===== src/rtl/shift_add_mul4_pkg.sv =====
// Shared constants for the 4x4 shift-and-add multiplier.
// Holds the operand width, the iteration count, the counter value that marks
// the final iteration, and the FSM state encoding. The RTL and the testbench
// both import this package.
package shift_add_mul4_pkg;

  localparam int OP_WIDTH   = 4;
  localparam int PROD_WIDTH = 2 * OP_WIDTH;
  localparam int ITER       = 4;

  // Counter value seen during the last RUN cycle (a 2-bit counter, 0..3).
  localparam logic [1:0] ITER_LAST = 2'(ITER - 1);

  typedef enum logic [1:0] {
    IDLE = 2'd0,
    RUN  = 2'd1,
    DONE = 2'd2
  } state_t;

endpackage


===== src/rtl/shift_add_mul4_if.sv =====
// Request/result bundle for shift_add_mul4.
//   start    : request, honoured only while the multiplier is idle
//   a, b     : multiplicand and multiplier, captured when start is accepted
//   busy     : high while the multiplication is iterating
//   done     : one-cycle pulse when p/overflow carry a new product
//   p        : unsigned product a*b
//   overflow : product does not fit in 4 bits (p[7:4] != 0)
// The master drives the request; the slave (the multiplier) drives the result.
interface shift_add_mul4_if;

  logic       start;
  logic [3:0] a;
  logic [3:0] b;
  logic       busy;
  logic       done;
  logic [7:0] p;
  logic       overflow;

  modport master (
    output start, a, b,
    input  busy, done, p, overflow
  );

  modport slave (
    input  start, a, b,
    output busy, done, p, overflow
  );

endinterface


===== src/rtl/shift_add_mul4_adder4.sv =====
// 4-bit ripple adder that the multiplier reuses for its partial-product
// accumulation.
//   sum      : 4-bit sum of a + b + cin
//   overflow : carry-out of the addition
//   a, b     : 4-bit addends
//   cin      : carry-in
module shift_add_mul4_adder4 (
  output logic [3:0] sum,
  output logic       overflow,
  input  logic [3:0] a,
  input  logic [3:0] b,
  input  logic       cin
);

  assign {overflow, sum} = {1'b0, a} + {1'b0, b} + {4'd0, cin};

endmodule


===== src/rtl/shift_add_mul4.sv =====
// Sequential 4x4 unsigned multiplier using the shift-and-add method.
// Once start is accepted in IDLE it runs four RUN cycles, one per multiplier
// bit, then spends one cycle in DONE with done high. The product and the
// overflow flag are held until the next product completes.
//   clk : system clock, all state changes on its rising edge
//   rst : synchronous active-high reset, overrides everything else
//   bus : request/result bundle (start, a, b in; busy, done, p, overflow out)
module shift_add_mul4
  import shift_add_mul4_pkg::*;
#(
  parameter int WIDTH = 4
) (
  input  logic                clk,
  input  logic                rst,
  shift_add_mul4_if.slave     bus
);

  if (WIDTH != OP_WIDTH) begin : g_width_check
    $error("shift_add_mul4: only WIDTH=4 is supported");
  end

  state_t     state_r;
  state_t     state_next_s;
  logic       accept_s;
  logic       last_iter_s;

  logic [3:0] m_r;
  logic [3:0] hi_r;
  logic [3:0] lo_r;
  logic [1:0] cnt_r;
  logic [7:0] p_r;
  logic       ovf_r;
  logic       busy_r;
  logic       done_r;

  logic [3:0] addend_s;
  logic [3:0] sum_s;
  logic       carry_s;
  logic [3:0] hi_shift_s;
  logic [3:0] lo_shift_s;

  assign last_iter_s = (cnt_r == ITER_LAST);

  // Adding zero when lo[0]=0 yields {0,hi}, so one adder covers both cases.
  always_comb begin
    addend_s = 4'd0;
    if (lo_r[0]) begin
      addend_s = m_r;
    end else begin
      addend_s = 4'd0;
    end
  end

  shift_add_mul4_adder4 u_adder (
    .sum      (sum_s),
    .overflow (carry_s),
    .a        (hi_r),
    .b        (addend_s),
    .cin      (1'b0)
  );

  // {carry,sum,lo} >> 1: the carry-out lands in hi[3], sum[0] drops into lo[3].
  assign hi_shift_s = {carry_s, sum_s[3:1]};
  assign lo_shift_s = {sum_s[0], lo_r[3:1]};

  // Next-state decode and the accept strobe for a new request.
  always_comb begin
    state_next_s = state_r;
    accept_s     = 1'b0;
    case (state_r)
      IDLE: begin
        if (bus.start) begin
          state_next_s = RUN;
          accept_s     = 1'b1;
        end else begin
          state_next_s = IDLE;
        end
      end
      RUN: begin
        if (last_iter_s) begin
          state_next_s = DONE;
        end else begin
          state_next_s = RUN;
        end
      end
      DONE:    state_next_s = IDLE;
      default: state_next_s = IDLE;
    endcase
  end

  // State register; busy/done are registered decodes of the next state.
  always_ff @(posedge clk) begin
    if (rst) begin
      state_r <= IDLE;
      busy_r  <= 1'b0;
      done_r  <= 1'b0;
    end else begin
      state_r <= state_next_s;
      busy_r  <= (state_next_s == RUN);
      done_r  <= (state_next_s == DONE);
    end
  end

  // Operand capture, shift-add iteration and result latch.
  always_ff @(posedge clk) begin
    if (rst) begin
      m_r   <= 4'd0;
      hi_r  <= 4'd0;
      lo_r  <= 4'd0;
      cnt_r <= 2'd0;
      p_r   <= 8'd0;
      ovf_r <= 1'b0;
    end else begin
      case (state_r)
        IDLE: begin
          if (accept_s) begin
            m_r   <= bus.a;
            hi_r  <= 4'd0;
            lo_r  <= bus.b;
            cnt_r <= 2'd0;
          end
        end
        RUN: begin
          hi_r  <= hi_shift_s;
          lo_r  <= lo_shift_s;
          cnt_r <= cnt_r + 2'd1;
          if (last_iter_s) begin
            p_r   <= {hi_shift_s, lo_shift_s};
            ovf_r <= |hi_shift_s;
          end
        end
        default: begin
          cnt_r <= cnt_r;
        end
      endcase
    end
  end

  assign bus.busy     = busy_r;
  assign bus.done     = done_r;
  assign bus.p        = p_r;
  assign bus.overflow = ovf_r;

endmodule


===== src/flat_wrapper.sv =====
// flat-port wrapper written by rule: the top's interface ports become plain ports
module shift_add_mul4_flat import shift_add_mul4_pkg::*;
#(
  parameter int WIDTH = 4
)
  (clk, rst, bus_start, bus_a, bus_b, bus_busy, bus_done, bus_p, bus_overflow);
  shift_add_mul4_if bus_i ();
  input  logic clk;
  input  logic rst;
  input wire logic [$bits(bus_i.start)-1:0] bus_start;
  input wire logic [$bits(bus_i.a)-1:0] bus_a;
  input wire logic [$bits(bus_i.b)-1:0] bus_b;
  output wire logic [$bits(bus_i.busy)-1:0] bus_busy;
  output wire logic [$bits(bus_i.done)-1:0] bus_done;
  output wire logic [$bits(bus_i.p)-1:0] bus_p;
  output wire logic [$bits(bus_i.overflow)-1:0] bus_overflow;
  assign bus_i.start = bus_start;
  assign bus_i.a = bus_a;
  assign bus_i.b = bus_b;
  assign bus_busy = bus_i.busy;
  assign bus_done = bus_i.done;
  assign bus_p = bus_i.p;
  assign bus_overflow = bus_i.overflow;
  shift_add_mul4 #(.WIDTH(WIDTH)) u_core (.clk(clk), .rst(rst), .bus(bus_i));
endmodule

===== config.mk =====
export PLATFORM = sky130hd
export DESIGN_NAME = shift_add_mul4_flat
export DESIGN_NICKNAME = d
export VERILOG_FILES = /design/src/rtl/shift_add_mul4_pkg.sv /design/src/rtl/shift_add_mul4_if.sv /design/src/rtl/shift_add_mul4_adder4.sv /design/src/rtl/shift_add_mul4.sv /design/src/flat_wrapper.sv
export SDC_FILE = /design/constraint.sdc
export NUM_CORES = 1
export LEC_CHECK = 0
export CAP_MARGIN = 5
export CORE_ASPECT_RATIO = 1.1
export CORE_MARGIN = 5
export CORE_UTILIZATION = 40
export DETAILED_ROUTE_END_ITERATION = 10
export GPL_ROUTABILITY_DRIVEN = 1
export SLEW_MARGIN = 20
export SYNTH_ARGS = -nofsm -noshare
export SYNTH_HDL_FRONTEND = slang
export SYNTH_SLANG_ARGS = --single-unit

===== constraint.sdc =====
create_clock -name clk -period 2.3 [get_ports clk]
set_clock_uncertainty 0.05 [all_clocks]
set_input_delay 0.46 -clock clk [delete_from_list [all_inputs] [get_ports clk]]
set_output_delay 0.46 -clock clk [all_outputs]
set_load 0.005 [all_outputs]

After elaboration in Yosys (flattened, before gate mapping)

Index checks and enable logic that the tools add are counted.

$add $sub $neg: 2
Multiply operators: 0
Divide/modulo/power cells: 0
Order comparisons: 0
Equality and inequality tests: 5
Shift-type cells: 0
Muxes and demuxes: 12
Bitwise operators: 0
Reductions and logical operators: 6

Operators with widths:

| kind                  | number |
|---|---|
| $pmux W4 S2           | 2 |
| $mux W4               | 3 |
| $pmux W2 S2           | 2 |
| $reduce_and A2 Y1     | 3 |
| $add A4 B4 Y5         | 1 |
| $eq A2 B1 Y1 const B  | 2 |
| $eq A2 B2 Y1 const B  | 2 |
| $mux W2               | 2 |
| $reduce_or A4 Y1      | 1 |
| $mux W1               | 3 |
| $add A2 B1 Y2 const B | 1 |
| $logic_not A2 Y1      | 1 |
| $ne A2 B1 Y1 const B  | 1 |
| $reduce_bool A2 Y1    | 1 |

Bits in registers: 27
Latch bits: 0
Memory bits (writable): 0
Memory bits (read-only): 0
Logic and storage cells: 34
Memories kept: 0

Logic depth before layout (Yosys ltp)

Word-level depth: 4
Mapped depth: 7
Gate-level depth less buffers: 7

Modules after synthesis

From an unflattened synthesis, not the netlist that was laid out.

Cell total of the unflattened synthesis: 133
Area, all modules: 1216.2 um^2

Modules (own cells, without submodules):

| module                | instances | cells an instance | area an instance (um^2) | sequential area each (um^2) |
|---|---|---|---|---|
| shift_add_mul4        | 1         | 117               | 1072.3                  | 540.5 |
| shift_add_mul4_adder4 | 1         | 16                | 143.9                   | 0.0 |

Worst setup path after synthesis

OpenSTA, ideal clock, no wires.

Path kind: flip-flop to flip-flop
Start point: reg u_core.lo_r[0]
End point: reg u_core.ovf_r (netlist: u_core.bus.overflow)
Arrival: 1611 ps
Path slack: 506 ps
Cell stages (with the launch flop): 8
Period minus slack after synthesis: 1794 ps
Path through: dfxtp_1 > and2_1 > ha_1 > fa_1 > a21oi_1 > o21bai_1 > nor3_1 > o32ai_1

Cells in the longest elaborated chain, start to end: 3

Ends and longest elaborated chain:

| element                  | RTL line                    | text |
|---|---|---|
| start: declaration       | shift_add_mul4.sv:29        | `logic [3:0] lo_r;` |
| start signal: assignment | shift_add_mul4.sv:119       | `lo_r <= bus.b;` |
| start signal: assignment | shift_add_mul4.sv:125       | `lo_r <= lo_shift_s;` |
| $mux W4                  | shift_add_mul4.sv:47        | `if (lo_r[0]) begin` |
| $add A4 B4 Y5            | shift_add_mul4_adder4.sv:15 | `assign {overflow, sum} = {1'b0, a} + {1'b0, b} + {4'd0, cin};` |
| $reduce_or A4 Y1         | shift_add_mul4.sv:129       | `ovf_r <= \|hi_shift_s;` |
| end signal: assignment   | shift_add_mul4.sv:129       |  |
| end: declaration         | shift_add_mul4.sv:32        | `logic ovf_r;` |

Every way passes these cells.
A chain may end at the register's enable or synchronous reset.

Worst setup path after layout

Ends and elaborated chain as after synthesis.

==> out/qor.yml <==
route:
  totalWireLength_microns: 2484
  drc: 0
  drt-vias-per-instance: 5.192
  vias: 945
  drtPass1Iterations: 4
  drtIter0Drc: 19
  ant_nets: 0
  wl_per_cell_microns: 13.65
yosys:
  synth_top_family_by_area: "simple AND/OR/NAND/NOR gates"
  synth-compound-area-share_pct: 13.85
  seq_area_frac_synth_pct: 45.33
  synth.net_count: 145
  synthAdderAreaFrac_pct: 6.925
  yosysUniqueCellTypes: 32
  async_flop_share_pct: 0
  syn_inst: 128
  postSynthAreaPerCell_sq_um: 9.316
  synth-simple-area-share_pct: 22.14
  synth.area.mux_share_pct: 6.716
  synth_edf_count: 0
  yosysWarnings: 0
  synthesis.area_sq_mm: 0.001192
  synthXorXnorAreaFrac_pct: 0.7345
  synth_seq_cells: 27
  ys.flop_type: "dfxtp_1"
sta:
  hold_viol: 0
  drv_slew: 0
  period_needed_ps: 2042
  min_period_over_period_pct: 88.79
  slew_headroom_pct: 74.58
  setup_viol: 0
  holdWs_ps: 412.5
  worstMarginPinSlew_ps: 381.2
  rsz0062_at_grt: "false"
  finalSetupTns_ps: 0
  timing.fmax_ghz: 0.4897
worst_hold_path:
  hold_class: "register to register"
power_and_ir_drop:
  swShare_pct: 24.23
  total_power_mw: 0.7876
  p_int_mw: 0.5967
  irDropWorstVdd_uv: 299.3
  leakage_nw: 0.5749
  p_per_area_mw_per_mm2: 541.7
  p_seq_share_pct: 62.9
  p_comb_share_pct: 11.7
  clkPwrFrac_pct: 25.4
  netSwitchingPower_mw: 0.1908
global_routing:
  grt_first_pass_wirelength_microns: 4457
  antenna_found_initial: 0
  grt_pass1_vias: 982
  overflow: 0
  grt_max_degree: 16
  track_usage_pct: 14.29
floorplanning:
  die-area_sq_mm: 0.004174
  rows: 20
  die_h_microns: 67.27
  ioPinCount: 22
  chipWidth_microns: 62.06
  coreArea_sq_mm: 0.002828
  start_util_pct: 42.17
placement:
  port_buffers: 21
  place_congestion: 0.7915
  dp_hpwl_microns: 1799
worst_setup_path:
  crit_type: "register to register"
  cp-start-kind: "register"
  critPathCaptureType: "register"
  cp_data_required_time_ps: 2460
  path_max_fanout: 5
  arrival_ps: 2200
clock_tree:
  cts_buffer_depth: 2
  htree_levels: 1
  cts_setup_buffers: 0
  cts_resized: 0
  clk_latency_ps: 320
  cts_sinks: 27
  cts-buffers-inserted: 3
  clkTransAtPathRegs_ps: 140
  ctsHoldBuffers: 0
  cts_tree: "yes"
  clockRootBuffer: "clkbuf_4"
flow_run:
  cap_violations: 0
cells_and_area:
  final_layout_size_suffix_gt1_share_pct: 10.07
  fin_nets: 167
  area_growth_pct: 21.93
  antenna_cells: 0
outcome:
  outcome: "finished, final reports clean"
==> power by group through the flow <==
stage	logic (mW)	registers, mW	clock network (mW)
after floorplan	0.0578	0.503	0
after global placement	0.0908	0.505	0
after detailed placement	0.0920	0.505	0
after CTS	0.0928	0.496	0.213
after global routing	0.104	0.499	0.242
final	0.0920	0.495	0.200
==> per-layer routing <==
layer	wire, microns	track usage, %
met5	0	0
met4	19	4.775
met3	119	2.294
met2	1143	22.80
met1	1203	19.32
==> state kept, by name, indices dropped and copies added, names as in the netlist <==
| signal | count |
|---|---|
| u_core.state_r | 2 |
| u_core.hi_r | 4 |
| u_core.bus.overflow | 1 |
| u_core.lo_r | 4 |
| u_core.bus.done | 1 |
| u_core.bus.busy | 1 |
| u_core.cnt_r | 2 |
| u_core.m_r | 4 |
| u_core.bus.p | 8 |
==> final timing paths <==
| kind | from | end | slack, ps | depth (start not counted) |
|---|---|---|---|---|
| worst max-delay path | u_core.lo_r[0] | u_core.bus.overflow | 260 | 7 |
| worst min-delay path | u_core.bus.p[3] | u_core.bus.p[3] | 410 | 2 |
| worst max register to register | u_core.lo_r[0] | u_core.bus.overflow | 260 | 7 |
| worst min register to register | u_core.bus.p[3] | u_core.bus.p[3] | 410 | 2 |
==> cell families (layout without fill, tap and decap cells) <==
group	count (synthesis)	in the layout
AND/OR/NAND/NOR	53	53
XOR/XNOR	1	1
adder cells (fa/ha/maj)	6	6
flip-flops	27	27
multiplexers	8	8
buffers and inverters	9	30
AO/OA/AOI/OAI	24	24
==> cell type report <==
cell class	instances	area (sq um)
clock inverter	1	5.005
multi-input combinational	92	600.6
timing repair buffer	25	240.2
clock buffer	3	22.52
tap	33	41.29
fill	279	1374
inverter	1	3.754
sequential	27	540.5
==> synthesized netlist by cell type (2+ instances only) <==
| cell | n | area share [%] |
|---|---|---|
| nand2b_1 | 3 | 1.6 |
| a21oi_1 | 9 | 3.8 |
| clkbuf_1 | 3 | 0.94 |
| buf_4 | 2 | 1.3 |
| and2_1 | 5 | 2.6 |
| nand3b_1 | 2 | 1.3 |
| ha_1 | 5 | 5.2 |
| nor3_2 | 2 | 1.7 |
| buf_2 | 2 | 0.84 |
| nor2_1 | 20 | 6.3 |
| nor2_2 | 2 | 1.0 |
| dfxtp_1 | 27 | 45 |
| a22oi_1 | 4 | 2.5 |
| nand2_1 | 10 | 3.1 |
| nor3_1 | 2 | 0.84 |
| nor2b_1 | 2 | 1.0 |
| mux2i_1 | 8 | 6.7 |
| a211oi_1 | 6 | 3.8 |
==> cells in the final DEF, fill, tap and decap left out, drive strengths merged <==
cell	n
nor2b	2
fa	1
nor3b	1
nor3	4
clkbuf	3
nand3	1
nor2	22
xor2	1
a22oi	4
inv	1
o21ba	1
buf	4
or2	1
nand2b	3
o21bai	2
and3	1
ha	5
nand2	11
clkdlybuf4s50	21
o32ai	1
nand3b	2
and2	5
a211oi	6
a21oi	9
clkinv	1
o31ai	1
dfxtp	27
mux2i	8
==> critical path: stages (launching register included) <==
cell      delay, ps
dfxtp_1         360
and2_1          150
ha_1            220
fa_1            460
a21oi_1         220
o21bai_1        140
nor3_1          220
o32ai_1         110
==> per-stage QoR <==
stage                     util [%]  instances  cell area, sq um  setup WS, ps
after global placement       50.44        178              1426         425.4
after CTS                    51.42        182              1454         286.4
after detailed placement     50.44        178              1426         362.9
after global routing         51.42        182              1454         162.5
after floorplan                  -        128              1192         506.1
final                        51.42        182              1454         257.9
Power figures use the tool's default switching activity.
